**config.mk**
```make
export PLATFORM = sky130hd
export DESIGN_NAME = stopwatch_lap_timer
export DESIGN_NICKNAME = d
export VERILOG_FILES = /design/src/rtl/stopwatch_lap_timer.sv
export SDC_FILE = /design/constraint.sdc
export NUM_CORES = 1
export LEC_CHECK = 0
export ABC_CLOCK_PERIOD_IN_PS = 6700
export BUFFER_PORTS_ARGS = -buffer_cell sky130_fd_sc_hd__buf_4
export CAP_MARGIN = 15
export CORE_ASPECT_RATIO = 2
export CORE_MARGIN = 1.5
export CORE_UTILIZATION = 38
export CTS_CLUSTER_SIZE = 14
export DETAILED_ROUTE_END_ITERATION = 7
export HOLD_SLACK_MARGIN = 0.12
export PLACE_DENSITY = 0.54
export SLEW_MARGIN = 20
export SYNTH_ARGS = -nofsm -noshare
export SYNTH_HDL_FRONTEND = slang
export SYNTH_SLANG_ARGS = --single-unit
```
**constraint.sdc**
```tcl
create_clock -name clk -period 6.7 [get_ports clk]
set_clock_uncertainty 0.05 [all_clocks]
set_input_delay 0.67 -clock clk [delete_from_list [all_inputs] [get_ports clk]]
set_output_delay 0.67 -clock clk [all_outputs]
set_load 0.02 [all_outputs]
```
**src/rtl/stopwatch_lap_timer.sv**
```systemverilog
// ----------------------------------------------------------------------------
// stopwatch_lap_timer
// Stopwatch core: run-control FSM, tick divider and a multi-digit BCD counter.
// Supports MM:SS.hh sexagesimal digits, lap freeze, a preloaded countdown with
// a done flag and a one-cycle overflow pulse on up-count wrap.
//
// Ports:
//   clk, rst        system clock, asynchronous active-high reset
//   start/lap/clear button levels (synchronised); each acts on its rising edge
//   count_down      direction, latched on the start edge that leaves IDLE/PAUSE
//   load/load_value one-cycle preload strobe (IDLE only) and BCD preload value
//   digits          displayed BCD value (lap register in LAP, else live count)
//   running         high in RUN and LAP
//   lap_active      high in LAP
//   done            high in DONE
//   overflow        one-cycle pulse when the up count wraps to zero
// ----------------------------------------------------------------------------
module stopwatch_lap_timer #(
    parameter int unsigned NUM_DIGITS  = 6,
    parameter int unsigned TICK_DIV    = 500000,
    parameter int unsigned SEXAGESIMAL = 1
) (
    input  logic                    clk,
    input  logic                    rst,
    input  logic                    start,
    input  logic                    lap,
    input  logic                    clear,
    input  logic                    count_down,
    input  logic                    load,
    input  logic [4*NUM_DIGITS-1:0] load_value,
    output logic [4*NUM_DIGITS-1:0] digits,
    output logic                    running,
    output logic                    lap_active,
    output logic                    done,
    output logic                    overflow
);

    localparam int unsigned CNT_W = 4 * NUM_DIGITS;
    localparam int unsigned DIV_W = (TICK_DIV > 2) ? $clog2(TICK_DIV) : 1;
    localparam logic [DIV_W-1:0] DIV_LAST = DIV_W'(TICK_DIV - 1);

    typedef enum logic [2:0] {
        S_IDLE  = 3'd0,
        S_RUN   = 3'd1,
        S_LAP   = 3'd2,
        S_PAUSE = 3'd3,
        S_DONE  = 3'd4
    } state_t;

    // Highest value a digit counts to before wrapping.
    function automatic logic [3:0] digit_limit(input int unsigned idx);
        if ((SEXAGESIMAL != 0) && ((idx == 32'd3) || (idx == 32'd5))) begin
            return 4'd5;
        end
        return 4'd9;
    endfunction

    // Ripple BCD increment; MSB of the result is the carry out of the top digit.
    // Digits at or above their limit wrap to 0 and carry.
    function automatic logic [CNT_W:0] bcd_inc(input logic [CNT_W-1:0] v);
        logic [CNT_W-1:0] r;
        logic             c;
        logic [3:0]       d;
        r = v;
        c = 1'b1;
        for (int unsigned i = 0; i < NUM_DIGITS; i++) begin
            d = v[4*i +: 4];
            if (c) begin
                if (d >= digit_limit(i)) begin
                    r[4*i +: 4] = 4'd0;
                end else begin
                    r[4*i +: 4] = d + 4'd1;
                    c           = 1'b0;
                end
            end
        end
        return {c, r};
    endfunction

    // Ripple BCD decrement; a zero digit borrows and reloads with its limit.
    // Out-of-range digits simply decrement.
    function automatic logic [CNT_W-1:0] bcd_dec(input logic [CNT_W-1:0] v);
        logic [CNT_W-1:0] r;
        logic             b;
        logic [3:0]       d;
        r = v;
        b = 1'b1;
        for (int unsigned i = 0; i < NUM_DIGITS; i++) begin
            d = v[4*i +: 4];
            if (b) begin
                if (d == 4'd0) begin
                    r[4*i +: 4] = digit_limit(i);
                end else begin
                    r[4*i +: 4] = d - 4'd1;
                    b           = 1'b0;
                end
            end
        end
        return r;
    endfunction

    // ---------------------------------------------------------------- state
    state_t             state_q,      state_d;
    logic [CNT_W-1:0]   count_q,      count_d;
    logic [CNT_W-1:0]   lap_reg_q,    lap_reg_d;
    logic [DIV_W-1:0]   div_q,        div_d;
    logic               dir_q,        dir_d;
    logic               start_prev_q, start_prev_d;
    logic               lap_prev_q,   lap_prev_d;
    logic               clear_prev_q, clear_prev_d;
    logic [CNT_W-1:0]   digits_q,     digits_d;
    logic               running_q,    running_d;
    logic               lap_active_q, lap_active_d;
    logic               done_q,       done_d;
    logic               overflow_q,   overflow_d;

    logic               start_edge;
    logic               lap_edge;
    logic               clear_edge;
    logic               active;
    logic               tick;
    logic [CNT_W:0]     inc_res;
    logic [CNT_W-1:0]   dec_res;

    assign start_edge = start & ~start_prev_q;
    assign lap_edge   = lap   & ~lap_prev_q;
    assign clear_edge = clear & ~clear_prev_q;

    // Next-state, counter, divider and output computation.
    always_comb begin
        state_d      = state_q;
        count_d      = count_q;
        lap_reg_d    = lap_reg_q;
        dir_d        = dir_q;
        div_d        = '0;
        overflow_d   = 1'b0;
        start_prev_d = start;
        lap_prev_d   = lap;
        clear_prev_d = clear;

        active  = (state_q == S_RUN) || (state_q == S_LAP);
        tick    = active && (div_q == DIV_LAST);
        inc_res = bcd_inc(count_q);
        dec_res = bcd_dec(count_q);

        // The tick update is applied first; edge-driven transitions follow.
        if (tick) begin
            if (dir_q) begin
                count_d = dec_res;
            end else begin
                count_d    = inc_res[CNT_W-1:0];
                overflow_d = inc_res[CNT_W];
            end
        end

        case (state_q)
            S_IDLE: begin
                if (clear_edge) begin
                    count_d = '0;
                end else if (start_edge) begin
                    dir_d   = count_down;
                    state_d = (count_down && (count_q == '0)) ? S_DONE : S_RUN;
                end else if (load) begin
                    count_d = load_value;
                end
            end
            S_RUN: begin
                if (start_edge) begin
                    state_d = S_PAUSE;
                end else if (lap_edge) begin
                    state_d   = S_LAP;
                    lap_reg_d = count_q;
                end
            end
            S_LAP: begin
                if (start_edge) begin
                    state_d = S_PAUSE;
                end else if (lap_edge) begin
                    state_d = S_RUN;
                end
            end
            S_PAUSE: begin
                if (clear_edge) begin
                    state_d = S_IDLE;
                    count_d = '0;
                end else if (start_edge) begin
                    dir_d   = count_down;
                    state_d = (count_down && (count_q == '0)) ? S_DONE : S_RUN;
                end
            end
            S_DONE: begin
                count_d = '0;
                if (clear_edge || start_edge) begin
                    state_d = S_IDLE;
                end
            end
            default: begin
                state_d = S_IDLE;
            end
        endcase

        // A countdown tick that reaches zero ends the run regardless of edges.
        if (tick && dir_q && (dec_res == '0)) begin
            state_d = S_DONE;
        end

        // Divider only runs while staying in RUN/LAP, so a pause drops any partial tick.
        if (active && ((state_d == S_RUN) || (state_d == S_LAP))) begin
            div_d = tick ? '0 : div_q + DIV_W'(1);
        end

        digits_d     = (state_d == S_LAP) ? lap_reg_d : count_d;
        running_d    = (state_d == S_RUN) || (state_d == S_LAP);
        lap_active_d = (state_d == S_LAP);
        done_d       = (state_d == S_DONE);
    end

    // All state and registered outputs.
    always_ff @(posedge clk or posedge rst) begin
        if (rst) begin
            state_q      <= S_IDLE;
            count_q      <= '0;
            lap_reg_q    <= '0;
            div_q        <= '0;
            dir_q        <= 1'b0;
            // Held buttons must not produce an edge right after reset.
            start_prev_q <= 1'b1;
            lap_prev_q   <= 1'b1;
            clear_prev_q <= 1'b1;
            digits_q     <= '0;
            running_q    <= 1'b0;
            lap_active_q <= 1'b0;
            done_q       <= 1'b0;
            overflow_q   <= 1'b0;
        end else begin
            state_q      <= state_d;
            count_q      <= count_d;
            lap_reg_q    <= lap_reg_d;
            div_q        <= div_d;
            dir_q        <= dir_d;
            start_prev_q <= start_prev_d;
            lap_prev_q   <= lap_prev_d;
            clear_prev_q <= clear_prev_d;
            digits_q     <= digits_d;
            running_q    <= running_d;
            lap_active_q <= lap_active_d;
            done_q       <= done_d;
            overflow_q   <= overflow_d;
        end
    end

    assign digits     = digits_q;
    assign running    = running_q;
    assign lap_active = lap_active_q;
    assign done       = done_q;
    assign overflow   = overflow_q;

endmodule

```
==> impl_metrics.json <==
{
  "post_cts_buffers": 0,
  "powerDensity_nw_per_um2": 442,
  "rows": 66,
  "cts-buffers-inserted": 9,
  "cts_tree": "yes",
  "setup_viol": 0,
  "tightest_slew_ns": 1.05,
  "path_cells": "inv_1, ha_1, nor3b_4, and4_1, a21oi_1, o21ai_1, nor4_4, nor3_4, buf_4, mux2_2",
  "antenna_cells": 0,
  "ctsHoldBuffers": 0,
  "routed_via_density": 6.02,
  "p_total_mw": 3.13,
  "worstSetupPathType": "reg2reg",
  "gp_congestion": 0.945,
  "routedWlPerCell_um": 22.0,
  "first_pass_iters": 5,
  "status": "finished, final reports clean",
  "drc": 0,
  "yosysSeqAreaShare_pct": 40.7,
  "synth_nets": 731,
  "maxCapViolCount": 0,
  "nNetsFinal": 762,
  "tns_ns": 0,
  "critPathTopFamily": "simple AND/OR/NAND/NOR gates",
  "syn_area_um2": 6290,
  "drive_gt1_share_pct": 18.6,
  "synth_edf_count": 0,
  "netlist.top_cell.by_area": "dfrtp_1",
  "ys_types": 78,
  "pre_cts_slack_ns": 2.81,
  "crit_buf_inv": 2,
  "clk_path_buf_depth": 2,
  "post_cts_resize_count": 0,
  "setup_ws_ns": 2.81,
  "yosys-top-cells-area": "dfrtp_1 (39%), mux2_2 (5.0%), o21ai_0 (4.9%)",
  "crit_path_end_kind": "register",
  "hp-class": "in2async",
  "final_util_pct": 43.8,
  "drv_slew": 0,
  "cpPeakStageDelay_ns": 0.56,
  "ant_nets": 0,
  "yosysMostFrequentCell": "dfrtp_1",
  "rsz0062_at_grt": "no",
  "cts_root_buf": "clkbuf_16",
  "worstPathRequired_ns": 6.89,
  "ir_worst_vdd_mv": 0.173,
  "core_area_um2": 16200,
  "grt_pass1_vias": 5786,
  "syn_inst": 679,
  "grt_pass1_wl_um": 31600,
  "synth_commonest_cells": "dfrtp_1 (99), nand2_1 (65), o21ai_0 (61), nor2_1 (51), clkbuf_1 (30)",
  "dp_hpwl_um": 14900,
  "ys_async_sr_fraction_pct": 100,
  "fmax_mhz": 257,
  "critPathArrivalTime_ns": 4.08,
  "fin_crit_sh_pct": 58.1,
  "dr_total_vias": 5535,
  "p_leak_nw": 3.04,
  "fin_hold_ws_ns": 0.321,
  "area_growth_pct": 12.7,
  "routed_wl_um": 20200,
  "worstSetupStartpointType": "register",
  "cts_max_level": 3,
  "cts_sinks": 102,
  "gr-total-overflow": 0,
  "ys.flop_type": "dfrtp_1",
  "antenna_found_initial": 0,
  "max_slew_margin_pct": 29.3,
  "hold_violations": 0,
  "grt_max_degree": 59,
  "cts.clk_slew.worst_paths_ns": 0.06,
  "clk-insertion-delay-late_ns": 0.36,
  "crit_fanout": 15,
  "grt_usage_pct": 24.4,
  "numPortBuffers": 58,
  "synth-seq-cells": 102,
  "yosys_warnings": 0,
  "drt_iter0_markers": 369,
  "start_util_pct": 38.8,
  "avgSynthCellArea_um2": 9.26,
  "die_area_um2": 17400,
  "io_pins": 59,
  "min_period_ns": 3.89,
  "die_w_um": 94.0,
  "slowest_stage": "nor3_4",
  "netlist.area_leader.share_pct": 39.4,
  "die_y_um": 185
}
## logic make-up after synthesis
kind of cell	after synthesis	synth area share [%]
simple gates	246	21.8
mux	38	6.69
compound gates	178	18.6
xor+xnor	22	3.06
buf+inv	72	5.07
flops	102	40.7
fa+ha+maj	21	4.18
## per-stage QoR
step / cells / area (µm²)
finish: 919 / 7090
floorplan: 679 / 6290
detailed placement: 903 / 6820
global route: 919 / 7090
global placement: 903 / 6820
CTS: 919 / 7090
## per-layer routing
layer | GRT usage (%) | wire length [µm] | vias to the layer above
met4 | 16.5 | 1260 | 0
met2 | 44.7 | 11000 | 214
met5 | 0 | 0 | -
met3 | 3.74 | 800 | 76
met1 | 24.7 | 7070 | 2710
li1 | - | - | 2535
## worst register-to-register path: stages (launching register included)
cell and delay [ns]:
dfrtp_1 0.48, inv_1 0.15, ha_1 0.35, nor3b_4 0.42, and4_1 0.47, a21oi_1 0.12
o21ai_1 0.30, nor4_4 0.11, nor3_4 0.56, buf_4 0.40, mux2_2 0.38
## cell usage in the layout, fill, tap and decap left out, types with 6 or more instances in the layout
cell type  Yosys  routed
nand4_1       13      13
nor3_1        18      18
dfrtp_1       99      99
nand3_1       26      26
buf_4          2      65
xor2_1        15      15
a211oi_1       6       6
a31oi_1       12      12
nand2_1       65      65
nor4_1         7       7
inv_1         27      26
xnor2_1        7       7
ha_1          21      21
a41oi_1        6       6
a21oi_1       29      29
o21ai_0       61      61
nor2_1        51      51
mux2_2        28      28
mux2i_1        6       6
nand2b_1       7       7
clkbuf_16      0       9
## where the power goes
part           internal (mW)  switching, mW
clock network          0.262          0.227
logic                  0.613           1.01
registers              0.815          0.206
total                   1.69           1.44
## final cells by class
type	instances	area (µm²)
clock inverter	3	20.0
multi-input combinational	505	3410
tap	204	255
sequential	102	2560
inverter	27	104
clock buffer	13	250
fill	1600	9100
timing repair buffer	65	488
## final timing paths
| kind | to | slack, ns | start | cells after the start |
|---|---|---|---|---|
| min reg2reg | lap_reg_q[6] | 0.44 | lap_reg_q[6] | 2 |
| max reg2reg | digits[1] | 2.81 | count_q[4] | 10 |
| max | digits[1] | 2.81 | count_q[4] | 10 |
| min | lap_active | 0.32 | rst | 2 |
| max in group asynchronous | count_q[1] | 5.12 | rst | 3 |
| min in group clk | lap_prev_q | 0.38 | lap | 1 |
## state kept, by name (all words and copies together), names as in the netlist
| name | count |
|---|---|
| clear_prev_q | 1 |
| count_q | 24 |
| digits | 24 |
| dir_q | 1 |
| div_q | 19 |
| done | 1 |
| lap_active | 1 |
| lap_prev_q | 1 |
| lap_reg_q | 24 |
| overflow | 1 |
| running | 1 |
| start_prev_q | 1 |
| state_q | 3 |
No activity file was read; power rests on OpenSTA's default activity.
